File: src/rtl/read_ar_arbiter.sv
// Two-port read-address arbiter with outstanding-burst limits and R routing.
// Ports are granted round-robin. One AR transaction is in flight at a time,
// and ARID carries the index of the granted port. R beats are steered back
// to their owner by RID.
module read_ar_arbiter #(
    parameter int MAX_OUT = 2
) (
    input  logic        ACLK,
    input  logic        ARESETn,
    input  logic        req0_valid,
    input  logic [49:0] req0_desc,
    output logic        req0_ready,
    input  logic        req1_valid,
    input  logic [49:0] req1_desc,
    output logic        req1_ready,
    output logic        ARID,
    output logic [31:0] ARADDR,
    output logic [3:0]  ARLEN,
    output logic [1:0]  ARSIZE,
    output logic [1:0]  ARBURST,
    output logic [1:0]  ARLOCK,
    output logic [3:0]  ARCACHE,
    output logic [2:0]  ARPROT,
    output logic        ARVALID,
    input  logic        ARREADY,
    input  logic        RID,
    input  logic [31:0] RDATA,
    input  logic [1:0]  RRESP,
    input  logic        RLAST,
    input  logic        RVALID,
    output logic        RREADY,
    output logic        r0_valid,
    output logic [31:0] r0_data,
    output logic [1:0]  r0_resp,
    output logic        r0_last,
    input  logic        r0_ready,
    output logic        r1_valid,
    output logic [31:0] r1_data,
    output logic [1:0]  r1_resp,
    output logic        r1_last,
    input  logic        r1_ready,
    output logic [1:0]  out0_cnt,
    output logic [1:0]  out1_cnt
);

    // state | meaning
    // IDLE  | no AR pending; pick an eligible port
    // ISSUE | AR registers hold a descriptor; ARVALID asserted until ARREADY
    typedef enum logic {IDLE = 1'b0, ISSUE = 1'b1} state_t;

    localparam logic [1:0] MAX_CNT = 2'(MAX_OUT);

    state_t      state, state_nxt;
    logic        last_grant;
    logic        elig0, elig1, grant_any, grant_port;
    logic        ar_hs, inc0, inc1, dec0, dec1;
    logic [49:0] sel_desc;

    // The tag bit of each descriptor is not used, because ARID comes from the port index.
    logic unused_tag;
    assign unused_tag = req0_desc[49] ^ req1_desc[49];

    assign elig0      = req0_valid && (out0_cnt < MAX_CNT);
    assign elig1      = req1_valid && (out1_cnt < MAX_CNT);
    assign grant_any  = (state == IDLE) && (elig0 || elig1);
    // When both ports are eligible, the port that did not win last time is granted.
    assign grant_port = (elig0 && elig1) ? ~last_grant : elig1;
    assign sel_desc   = grant_port ? req1_desc : req0_desc;

    assign ar_hs = ARVALID && ARREADY;
    assign inc0  = ar_hs && !ARID;
    assign inc1  = ar_hs && ARID;
    // A completion at zero count is ignored, so the counter saturates at zero.
    assign dec0  = RVALID && RREADY && RLAST && !RID && (out0_cnt != 2'd0);
    assign dec1  = RVALID && RREADY && RLAST && RID  && (out1_cnt != 2'd0);

    // State register
    always_ff @(posedge ACLK or negedge ARESETn) begin
        if (!ARESETn) state <= IDLE;
        else          state <= state_nxt;
    end

    // Next-state logic
    always_comb begin
        state_nxt = state;
        case (state)
            IDLE:    if (grant_any) state_nxt = ISSUE;
            ISSUE:   if (ARREADY)   state_nxt = IDLE;
            default: state_nxt = IDLE;
        endcase
    end

    // FSM outputs. The ready pulse is gated by reset so that no descriptor
    // is consumed while the block is held in reset.
    always_comb begin
        ARVALID    = (state == ISSUE);
        req0_ready = ARESETn && grant_any && !grant_port;
        req1_ready = ARESETn && grant_any && grant_port;
    end

    // AR field capture, round-robin pointer and outstanding counters
    always_ff @(posedge ACLK or negedge ARESETn) begin
        if (!ARESETn) begin
            ARID       <= 1'b0;
            ARADDR     <= '0;
            ARLEN      <= '0;
            ARSIZE     <= '0;
            ARBURST    <= '0;
            ARLOCK     <= '0;
            ARCACHE    <= '0;
            ARPROT     <= '0;
            last_grant <= 1'b1;
            out0_cnt   <= 2'd0;
            out1_cnt   <= 2'd0;
        end else begin
            if (grant_any) begin
                ARID    <= grant_port;
                ARADDR  <= sel_desc[48:17];
                ARLEN   <= sel_desc[16:13];
                ARSIZE  <= sel_desc[12:11];
                ARBURST <= sel_desc[10:9];
                ARLOCK  <= sel_desc[8:7];
                ARCACHE <= sel_desc[6:3];
                ARPROT  <= sel_desc[2:0];
            end
            if (ar_hs) last_grant <= ARID;
            out0_cnt <= out0_cnt + {1'b0, inc0} - {1'b0, dec0};
            out1_cnt <= out1_cnt + {1'b0, inc1} - {1'b0, dec1};
        end
    end

    // R routing is purely combinational.
    assign r0_valid = RVALID && !RID;
    assign r1_valid = RVALID && RID;
    assign RREADY   = RID ? r1_ready : r0_ready;
    assign r0_data  = RDATA;
    assign r1_data  = RDATA;
    assign r0_resp  = RRESP;
    assign r1_resp  = RRESP;
    assign r0_last  = RLAST;
    assign r1_last  = RLAST;

endmodule

File: config.mk
export PLATFORM = sky130hd
export DESIGN_NAME = read_ar_arbiter
export DESIGN_NICKNAME = d
export VERILOG_FILES = /design/src/rtl/read_ar_arbiter.sv
export SDC_FILE = /design/constraint.sdc
export NUM_CORES = 1
export LEC_CHECK = 0
export CORE_UTILIZATION = 30
export DETAILED_ROUTE_END_ITERATION = 12
export GPL_ROUTABILITY_DRIVEN = 0
export PLACE_DENSITY = 0.77
export SYNTH_ARGS = -nofsm -noshare
export SYNTH_HDL_FRONTEND = slang
export SYNTH_SLANG_ARGS = --single-unit
File: constraint.sdc
create_clock -name ACLK -period 2.97 [get_ports ACLK]
set_input_delay 0.297 -clock ACLK [delete_from_list [all_inputs] [get_ports ACLK]]
set_output_delay 0.297 -clock ACLK [all_outputs]
set_load 0.1 [all_outputs]
Word-level counts from Yosys, hierarchy flattened
Index checks and enable logic that the tools add are counted.
- bits in registers: 56
- bitwise operators: 2
- $add $sub $neg: 4
- $lt $le $gt $ge: 2
- mux-type cells: 6
- reduce and logical (&&, ||, !) cells: 24
- operators by type and width (kind ; count):
    2-to-1 mux 49 bit ; 1
    logical AND 1 bit ; 18
    adder 2 x 1 -> 2 bit ; 2
    less-than comparator 2 bit (second input constant) ; 2
    2-to-1 mux 1 bit ; 4
    nonzero test 2 bit ; 2
    subtractor 2 x 1 -> 2 bit ; 2
    zero test 1 bit ; 3
    inverter 1 bit ; 2
    case mux 1 bit (2 select lines) ; 1
    logical OR 1 bit ; 1

Longest topological paths before layout
Gate-level depths: netlist of run 1.
- depth in word-level cells: 6
- mapped depth: 8
- gate-level depth less buffers: 7

Worst setup path after synthesis of run 1
OpenSTA, ideal clock, no wires.
- path kind: register to output
- from: reg out0_cnt[1]
- to: out req0_ready
- buffers on the path: 2
- data arrival time: 2.300 ns
- slack: 0.373 ns
- cell stages (with the launch flop): 6
- cell sequence: dfrtp_1 > nand2b_1 > buf_2 > a21oi_4 > buf_6 > o211a_1
- cells in the longest elaborated chain, start to end: 6
- elaborated cells between the ends (all ways): 9
- those cells by class: 1 x order compare; 1 x mux; 7 x reduce/logical
- ends and longest elaborated chain (what ; line ; text):
    from (decl) ; 42 ; output logic [1:0] out0_cnt,
    from (signal assigned) ; 127 ; out0_cnt <= out0_cnt + {1'b0, inc0} - {1'b0, dec0};
    less-than comparator 2 bit (*) ; 63 ; assign elig0 = req0_valid && (out0_cnt < MAX_CNT);
    logical AND 1 bit (*) ; 63 ;
    logical AND 1 bit or logical OR 1 bit (tied branches) ; 67, 65 ;
    2-to-1 mux 1 bit or logical AND 1 bit (tied branches) ; 67, 65 ;
    zero test 1 bit or logical AND 1 bit (tied branches) ; 97 ; req0_ready = ARESETn && grant_any && !grant_port;
    logical AND 1 bit (*) ; 97 ;
    to (decl) ; 12 ; output logic req0_ready,
Every way passes the cells marked *; elsewhere a longest branch is shown, timed or not.

Final worst setup path of run 1
- from: reg out1_cnt[1]
- to: out req1_ready
- cells in the longest elaborated chain, start to end: 6
- elaborated cells between the ends (all ways): 8
- those cells by class: 1 x order compare; 1 x mux; 6 x reduce/logical
- ends and longest elaborated chain (what ; line ; text):
    from (decl) ; 43 ; output logic [1:0] out1_cnt
    from (signal assigned) ; 128 ; out1_cnt <= out1_cnt + {1'b0, inc1} - {1'b0, dec1};
    less-than comparator 2 bit (*) ; 64 ; assign elig1 = req1_valid && (out1_cnt < MAX_CNT);
    logical AND 1 bit (*) ; 64 ;
    logical OR 1 bit ; 65 ; assign grant_any = (state == IDLE) && (elig0 || elig1);
    logical AND 1 bit ; 65 ;
    logical AND 1 bit ; 98 ; req1_ready = ARESETn && grant_any && grant_port;
    logical AND 1 bit (*) ; 98 ;
    to (decl) ; 15 ; output logic req1_ready,
Marks and branches as above.

==> results by group, run 1 <==
Outcome
  – Result of the run: finished, final reports clean

STA
  – Count of endpoints failing hold in the final timing report: 0
  – FMAX: 444 MHz
  – Max transition margin: 0.580
  – Worst-margin pin slew: 0.630 ns
  – Finish-stage setup viols: 0
  – Fin crit share: 0.759
  – RSZ-0062 raised after global routing: false
  – Max-slew violation count: 0
  – Final Critical Period: 2.25 ns
  – Setup TNS after final layout: 0 ns
  – Final setup skew: 0.00968 ns

Clocking
  – Clock transition at the register clock pins on the worst setup and hold paths after CTS: roughly 0.080 ns
  – Cts repair resizes: 0
  – Number of buffers added by the clock tree synthesis step: 5
  – Clk sinks: 56
  – Worst-skew pair later-pin latency: 0.30 ns
  – Post-CTS setup-driven buffer insertion count: 0
  – Root buffer cell: sky130_fd_sc_hd__clkbuf_16
  – Level count of the clock H-tree: 2
  – Number of buffers inserted for hold repair after clock tree synthesis: 0
  – Clock tree from TritonCTS: built
  – Maximum buffer depth of the clock tree: 2

Synthesis
  – Commonest cells post-synth: sky130_fd_sc_hd__buf_4, sky130_fd_sc_hd__dfrtp_1, sky130_fd_sc_hd__and3b_1
  – Async set or reset register ratio after synthesis: 1.00
  – Cell with the most instances after synthesis: sky130_fd_sc_hd__buf_4
  – Sequential cell area fraction in the yosys report: 0.345
  – Number of storage elements in the synthesis netlist: 56
  – Main area contributors after synthesis: sky130_fd_sc_hd__dfrtp_1, sky130_fd_sc_hd__buf_4, sky130_fd_sc_hd__and3b_1, sky130_fd_sc_hd__a221oi_1, sky130_fd_sc_hd__a2bb2oi_1
  – Commonest register cell after synthesis: sky130_fd_sc_hd__dfrtp_1
  – Yosys top cell by area: sky130_fd_sc_hd__dfrtp_1
  – Number of unique standard cell types used by synthesis: 30
  – Number of enable-type register cells in the synthesized netlist: 0
  – Total of warnings raised by yosys: 0
  – Netlist Area Pre-Place: between 0.004 and 0.005 mm2
  – Synth Net Count: 556
  – Proportion of netlist area held by the largest area contributor: 0.339
  – Cells after Synth: 408
  – Synthesized area divided by synthesized cell count: between 9 and 10 um2

Setup path
  – Max stage delay cell, worst path: sky130_fd_sc_hd__dfrtp_1
  – FF-to-FF End: ARADDR[25]$_DFFE_PN0P_
  – Crit Path Class: flop to primary output
  – Setup crit end kind: primary output
  – Logic depth of the worst setup path including buffers: 5
  – Worst path top cell family by delay: simple AND/OR/NAND/NOR gates
  – CP endpoint: req1_ready
  – Maximum fanout encountered on the critical timing path: 38
  – Critical-path cell list: buf_4 -> nand2b_4 -> nor3_1 -> and2_1 -> buf_12
  – Worst path max stage delay: 0.38 ns
  – Worst path bufs/invs: 2
  – R2R cell count: 4
  – Startpoint type of the worst setup path: flop
  – Timing startpoint of the critical path: out1_cnt[1]$_DFF_PN0_
  – Data arrival time at the worst-slack endpoint: around 2.0 ns
  – Endpoint required time on the critical path: about 2.7 ns
  – FF-to-FF Start: out0_cnt[1]$_DFF_PN0_
  – Flop-to-flop setup slack: 1.01 ns

Final layout
  – Area delta synth->final: 31.0%
  – Share of post-route cells with drive strength above 1: 0.213
  – Fin util: 0.402
  – Post-Layout Inst Area: 0.00532 mm2
  – Layout Nets: 625
  – Number of inserted diodes: 0

Power
  – Clock share of power: 0.090
  – Pwr dens: 1420 mW/mm2
  – Proportion of total power due to net switching: 0.599
  – Comb power frac: 0.714
  – Sequential group share of total power: 0.196
  – Leakage power: 2.30 nW
  – Total power consumption of the routed design: 0.00756 W
  – Worst VDD drop: slightly below 1000 uV
  – Switching power summed over all nets: 0.00453 W
  – Cell Int Power: 0.00303 W

Placed design
  – # port buffers: 169
  – Half-perimeter wire length after detailed placement: 8450 um
  – Area post-placement: 0.00515 mm2

Floorplanning
  – Die footprint: 0.0140 mm2
  – Core region area: 0.0132 mm2
  – I/O pin total: 274
  – Die H: around 120 um
  – Cell row count: 42
  – Chip Width: 118 um
  – Initial core utilization: 0.307

Global route
  – First-pass GRT wire length: 19800 um
  – Number of global-route vias before repair: roughly 3.7k
  – Total gr overflow: 0
  – Overall track demand over capacity in global routing: 0.178
  – Largest net degree at the start of global routing: 50
  – Initial antenna violation count: 0

Worst hold path
  – Class of the worst hold path: primary input to asynchronous set/reset pin

Route
  – Final antenna-violating net count: 0
  – Wire length per cell: roughly 19 um
  – Remaining routing DRC violations: 0
  – 1st-pass router iterations: 4
  – Final Routed Wirelength: 12500 um
  – Drt initial violations: between 150 and 200
  – Routed via count: around 3.6k
  – Detailed-route vias per instance: 5.50

Job
  – Max-capacitance violation count: 0
[metrics by stage]
stage | hold slack (ns) | cells | setup WS [ns]
2_1_floorplan | 0.00141 | 408 | 0.373
3_3_place_gp | 0.341 | 646 | 0.780
3_5_place_dp | 0.352 | 646 | 0.704
4_1_cts | 0.0392 | 654 | 0.690
5_1_grt | 0.0564 | 654 | 0.549
6_report | 0.00726 | 654 | 0.717
[flip-flops by register name (all words and copies together), names as in the netlist, 2 cells and up]
| signal | flops |
|---|---|
| ARBURST | 2 |
| ARLEN | 4 |
| ARADDR | 32 |
| ARCACHE | 4 |
| ARPROT | 3 |
| out0_cnt | 2 |
| ARLOCK | 2 |
| ARSIZE | 2 |
| out1_cnt | 2 |
[cell families after synthesis]
| family | count (synthesis) | share of synthesized area |
|---|---|---|
| simple gates | 71 | 0.138 |
| compound gates | 151 | 0.300 |
| xor+xnor | 4 | 0.00862 |
| flops | 56 | 0.345 |
| fa+ha+maj | 4 | 0.0123 |
| buf+inv | 122 | 0.195 |
[power by group through the flow]
stage                     combinational (W)  sequential (W)  clock (W)
after global placement              0.00535         0.00148          0
after detailed placement            0.00542         0.00149          0
after floorplan                     0.00206         0.00410          0
after global routing                0.00561         0.00153   0.000734
after CTS                           0.00542         0.00148   0.000701
final                               0.00540         0.00148   0.000680
[layer usage]
layer	share of wire	wire, um	GRT usage
met2	0.52	6430	0.317
met5	0	0	0
met4	0.033	409	0.0831
met1	0.39	4840	0.204
met3	0.064	795	0.0367
[layout make-up]
cell class,instances,area (um2)
multi-input cells,230,1870
fillers,1307,7920
well taps,176,220
inverters,3,11.3
repair buffers,181,1650
clock buffers,5,125
flip-flops and latches,56,1400
clock inverters,3,42.5
[layout by cell type, fill, tap and decap left out, drive strengths merged]
master	netlist	routed
nand2b	3	3
dfstp	1	1
a2bb2oi	49	49
a21oi	1	1
nor2b	1	1
and2	2	2
o211a	1	1
xnor2	4	4
nand2	7	7
bufinv	0	1
inv	3	3
a221oi	49	49
clkinvlp	0	1
dfrtp	55	55
o21a	1	1
clkbuf	24	5
clkinv	0	1
clkdlybuf4s50	0	106
buf	95	75
nor2	2	2
nand3	2	2
nand3b	1	1
o21ai	49	49
nor3	3	3
ha	4	4
o21bai	1	1
and3b	50	50
[worst min-delay path by stage]
| stage | from | end | slack (ns) | cells past startpoint |
|---|---|---|---|---|
| CTS | ARESETn | ARADDR[17]$_DFFE_PN0P_ | 0.04 | 1 |
| floorplan | ARESETn | ARADDR[0]$_DFFE_PN0P_ | 0.001 | 0 |
| global placement | ARESETn | ARADDR[16]$_DFFE_PN0P_ | 0.34 | 1 |
| detailed placement | ARESETn | ARADDR[17]$_DFFE_PN0P_ | 0.35 | 1 |
| global route | ARESETn | ARADDR[17]$_DFFE_PN0P_ | 0.06 | 1 |
| finish | ARESETn | ARADDR[17]$_DFFE_PN0P_ | 0.007 | 1 |
[worst reg2reg max path, stage by stage, from the launching register on]
cell and delay [ns]:
sky130_fd_sc_hd__dfrtp_1 0.45, sky130_fd_sc_hd__nand2b_2 0.48, sky130_fd_sc_hd__a21oi_4 0.29, sky130_fd_sc_hd__buf_4 0.42, sky130_fd_sc_hd__a2bb2oi_1 0.23
Power figures use the tool's default switching activity.
==> run 2, diff against run 1 <==
==> constraint.sdc (replaced) <==
create_clock -name ACLK -period 2.3 [get_ports ACLK]
set_input_delay 0.23 -clock ACLK [delete_from_list [all_inputs] [get_ports ACLK]]
set_output_delay 0.23 -clock ACLK [all_outputs]
set_load 0.1 [all_outputs]
==> results by group, run 2 (same netlist as run 1, synthesis figures left out) <==
Outcome
  – Result of the run: finished, final reports clean (unchanged)

Clocking
  – Root buffer cell: sky130_fd_sc_hd__clkbuf_16 (unchanged)
  – Worst-skew pair later-pin latency: 0.29 ns (was 0.30 ns)
  – Number of buffers added by the clock tree synthesis step: 5 (unchanged)
  – Clock transition at the register clock pins on the worst setup and hold paths after CTS: 0.07 ns (was 0.08 ns)
  – Clk sinks: 56 (unchanged)
  – Level count of the clock H-tree: 2 (unchanged)
  – Post-CTS setup-driven buffer insertion count: 0 (unchanged)
  – Clock tree from TritonCTS: built (unchanged)
  – Maximum buffer depth of the clock tree: 2 (unchanged)
  – Cts repair resizes: 0 (unchanged)
  – Number of buffers inserted for hold repair after clock tree synthesis: 1 (was 0)

Final layout
  – Layout Nets: 630 (was 625)
  – Regs by FF count: ARADDR x32, ARCACHE x4, ARLEN x4 (unchanged)
  – Most common library cell in the layout ignoring fill and taps: sky130_fd_sc_hd__clkdlybuf4s50_1 (unchanged)
  – Number of filler cells placed in the layout: 1292 (was 1307)
  – Most frequent cells in the layout: sky130_fd_sc_hd__clkdlybuf4s50_1, sky130_fd_sc_hd__buf_4, sky130_fd_sc_hd__dfrtp_1, sky130_fd_sc_hd__and3b_1 (unchanged)
  – Fin util: 0.407 (was 0.402)
  – Share of post-route cells with drive strength above 1: 0.224 (was 0.213)
  – Register containing the most flip-flops in the final layout: ARADDR (unchanged)
  – Area delta synth->final: 32.7% (was 31.0%)
  – Number of flip-flops under the largest register name: 32 (unchanged)
  – Number of inserted diodes: 0 (unchanged)
  – Filler-free cell count of the finished design: 659 (was 654)

STA
  – Count of endpoints failing hold in the final timing report: 0 (unchanged)
  – Final setup skew: 0.00489 ns (was 0.00968 ns)
  – Fin crit share: 0.918
  – Worst-margin pin slew: 0.553 ns (was 0.630 ns)
  – FMAX: between 400 and 500 MHz
  – Setup TNS after final layout: 0 ns (unchanged)
  – Hold slack final: 0.279 ns (was 0.00726 ns)
  – Final setup margin: 0.189 ns (was 0.717 ns)
  – RSZ-0062 raised after global routing: false (unchanged)
  – Max transition margin: 0.631 (was 0.580)
  – Max-slew violation count: 0 (unchanged)
  – Final Critical Period: 2.11 ns
  – Finish-stage setup viols: 0 (unchanged)

Setup path
  – Maximum fanout encountered on the critical timing path: 48 (was 38)
  – Data arrival time at the worst-slack endpoint: 1.88 ns (was 1.96 ns)
  – R2R cell count: 4 (unchanged)
  – Crit Path Class: flop to primary output (unchanged)
  – FF-to-FF Start: out1_cnt[1]$_DFF_PN0_ (was out0_cnt[1]$_DFF_PN0_)
  – Startpoint type of the worst setup path: flop (unchanged)
  – Setup crit end kind: primary output (unchanged)
  – Flop-to-flop setup slack: 0.50 ns (was 1.01 ns)
  – Endpoint required time on the critical path: 2.07 ns (was 2.67 ns)
  – FF-to-FF End: ARPROT[1]$_DFFE_PN0P_ (was ARADDR[25]$_DFFE_PN0P_)

Route
  – Wire length per cell: 19.1 um (about the same)
  – Remaining routing DRC violations: 0 (unchanged)
  – Detailed-route vias per instance: 5.47 (was 5.50)
  – Routed via count: 3606 (was 3600)
  – 1st-pass router iterations: 5 (was 4)
  – Drt initial violations: 154 (was 172)
  – Final Routed Wirelength: 12600 um (was 12500 um)
  – Final antenna-violating net count: 0 (unchanged)

Global route
  – Initial antenna violation count: 0 (unchanged)
  – Number of global-route vias before repair: 3725 (was 3713)
  – Overall track demand over capacity in global routing: 0.176 (was 0.178)
  – Total gr overflow: 0 (unchanged)
  – Largest net degree at the start of global routing: 50 (unchanged)
  – First-pass GRT wire length: 19600 um (was 19800 um)

Power
  – Leakage power: 2.32 nW (was 2.30 nW)
  – Pwr dens: 1820 mW/mm2 (was 1420 mW/mm2)
  – Worst VDD drop: 1120 uV (was 995 uV)

Placed design
  – Number of cells in the design after placement: 650 (was 646)
  – Minimum setup slack after placement: 0.385 ns (was 0.704 ns)
  – # port buffers: 169 (unchanged)
  – Half-perimeter wire length after detailed placement: 8750 um (was 8450 um)

Floorplanning
  – Die footprint: 0.0140 mm2 (unchanged)
  – Core region area: 0.0132 mm2 (unchanged)
  – Cell row count: 42 (unchanged)
  – Initial core utilization: 0.307 (unchanged)
  – I/O pin total: 274 (unchanged)
  – Die H: 118 um (unchanged)
  – Chip Width: 118 um (unchanged)

Job
  – Max-capacitance violation count: 0 (unchanged)

Worst hold path
  – Class of the worst hold path: primary input to asynchronous set/reset pin (unchanged)
==> run 2: changes by cell type in the layout (fill, tap and decap cells not counted), moves of 2 or more <==
cell                       change
sky130_fd_sc_hd__dfrtp_1       -2
sky130_fd_sc_hd__clkbuf_1      +2
sky130_fd_sc_hd__dfrtp_2       +2
sky130_fd_sc_hd__buf_12        +4
==> run 2: worst max path at each step <==
stage / depth (start not counted) / endpoint / from
finish: 4 / req0_ready / out1_cnt[1]$_DFF_PN0_
floorplan: 8 / out1_cnt[1]$_DFF_PN0_ / ARVALID$_DFF_PN0_
detailed placement: 8 / out0_cnt[1]$_DFF_PN0_ / RID
global route: 4 / req0_ready / out1_cnt[1]$_DFF_PN0_
CTS: 4 / req0_ready / out1_cnt[1]$_DFF_PN0_
global placement: 8 / out0_cnt[1]$_DFF_PN0_ / RID
==> run 2: per-layer routing <==
layer,share of wire,vias to the layer above,track usage
met5,0,-,0
met4,0.030,0,0.0744
met3,0.072,47,0.0376
met2,0.50,171,0.304
met1,0.40,1768,0.211
li1,-,1620,-
==> run 2: final cells by class <==
class / instances / area (um2) / share of cell area
repair buffers: 186 / 1740 / 0.322
multi-input cells: 230 / 1870 / 0.347
inverters: 3 / 11.3 / 0.00209
clock buffers: 8 / 146 / 0.0271
flip-flops and latches: 56 / 1410 / 0.261
well taps: 176 / 220 / 0.0408
==> run 2: critical path, stage by stage (launching register included) <==
cell	delay, ns
sky130_fd_sc_hd__dfrtp_2	0.59
sky130_fd_sc_hd__nand2b_4	0.33
sky130_fd_sc_hd__buf_12	0.24
sky130_fd_sc_hd__o211a_2	0.23
sky130_fd_sc_hd__buf_12	0.17
==> run 2: metrics by stage <==
step	area [um2]	total power [W]
after floorplan	4070	0.00797
after global placement	5240	0.00894
after detailed placement	5240	0.00905
after CTS	5390	0.00986
after global routing	5390	0.0102
final	5390	0.00980
==> run 2: report_power, final <==
part / switching [W] / internal, W / leakage [nW]
Clock: 0.000347 / 0.000436 / 0.0712
Combinational: 0.00510 / 0.00199 / 1.63
Sequential: 0.000423 / 0.00150 / 0.622
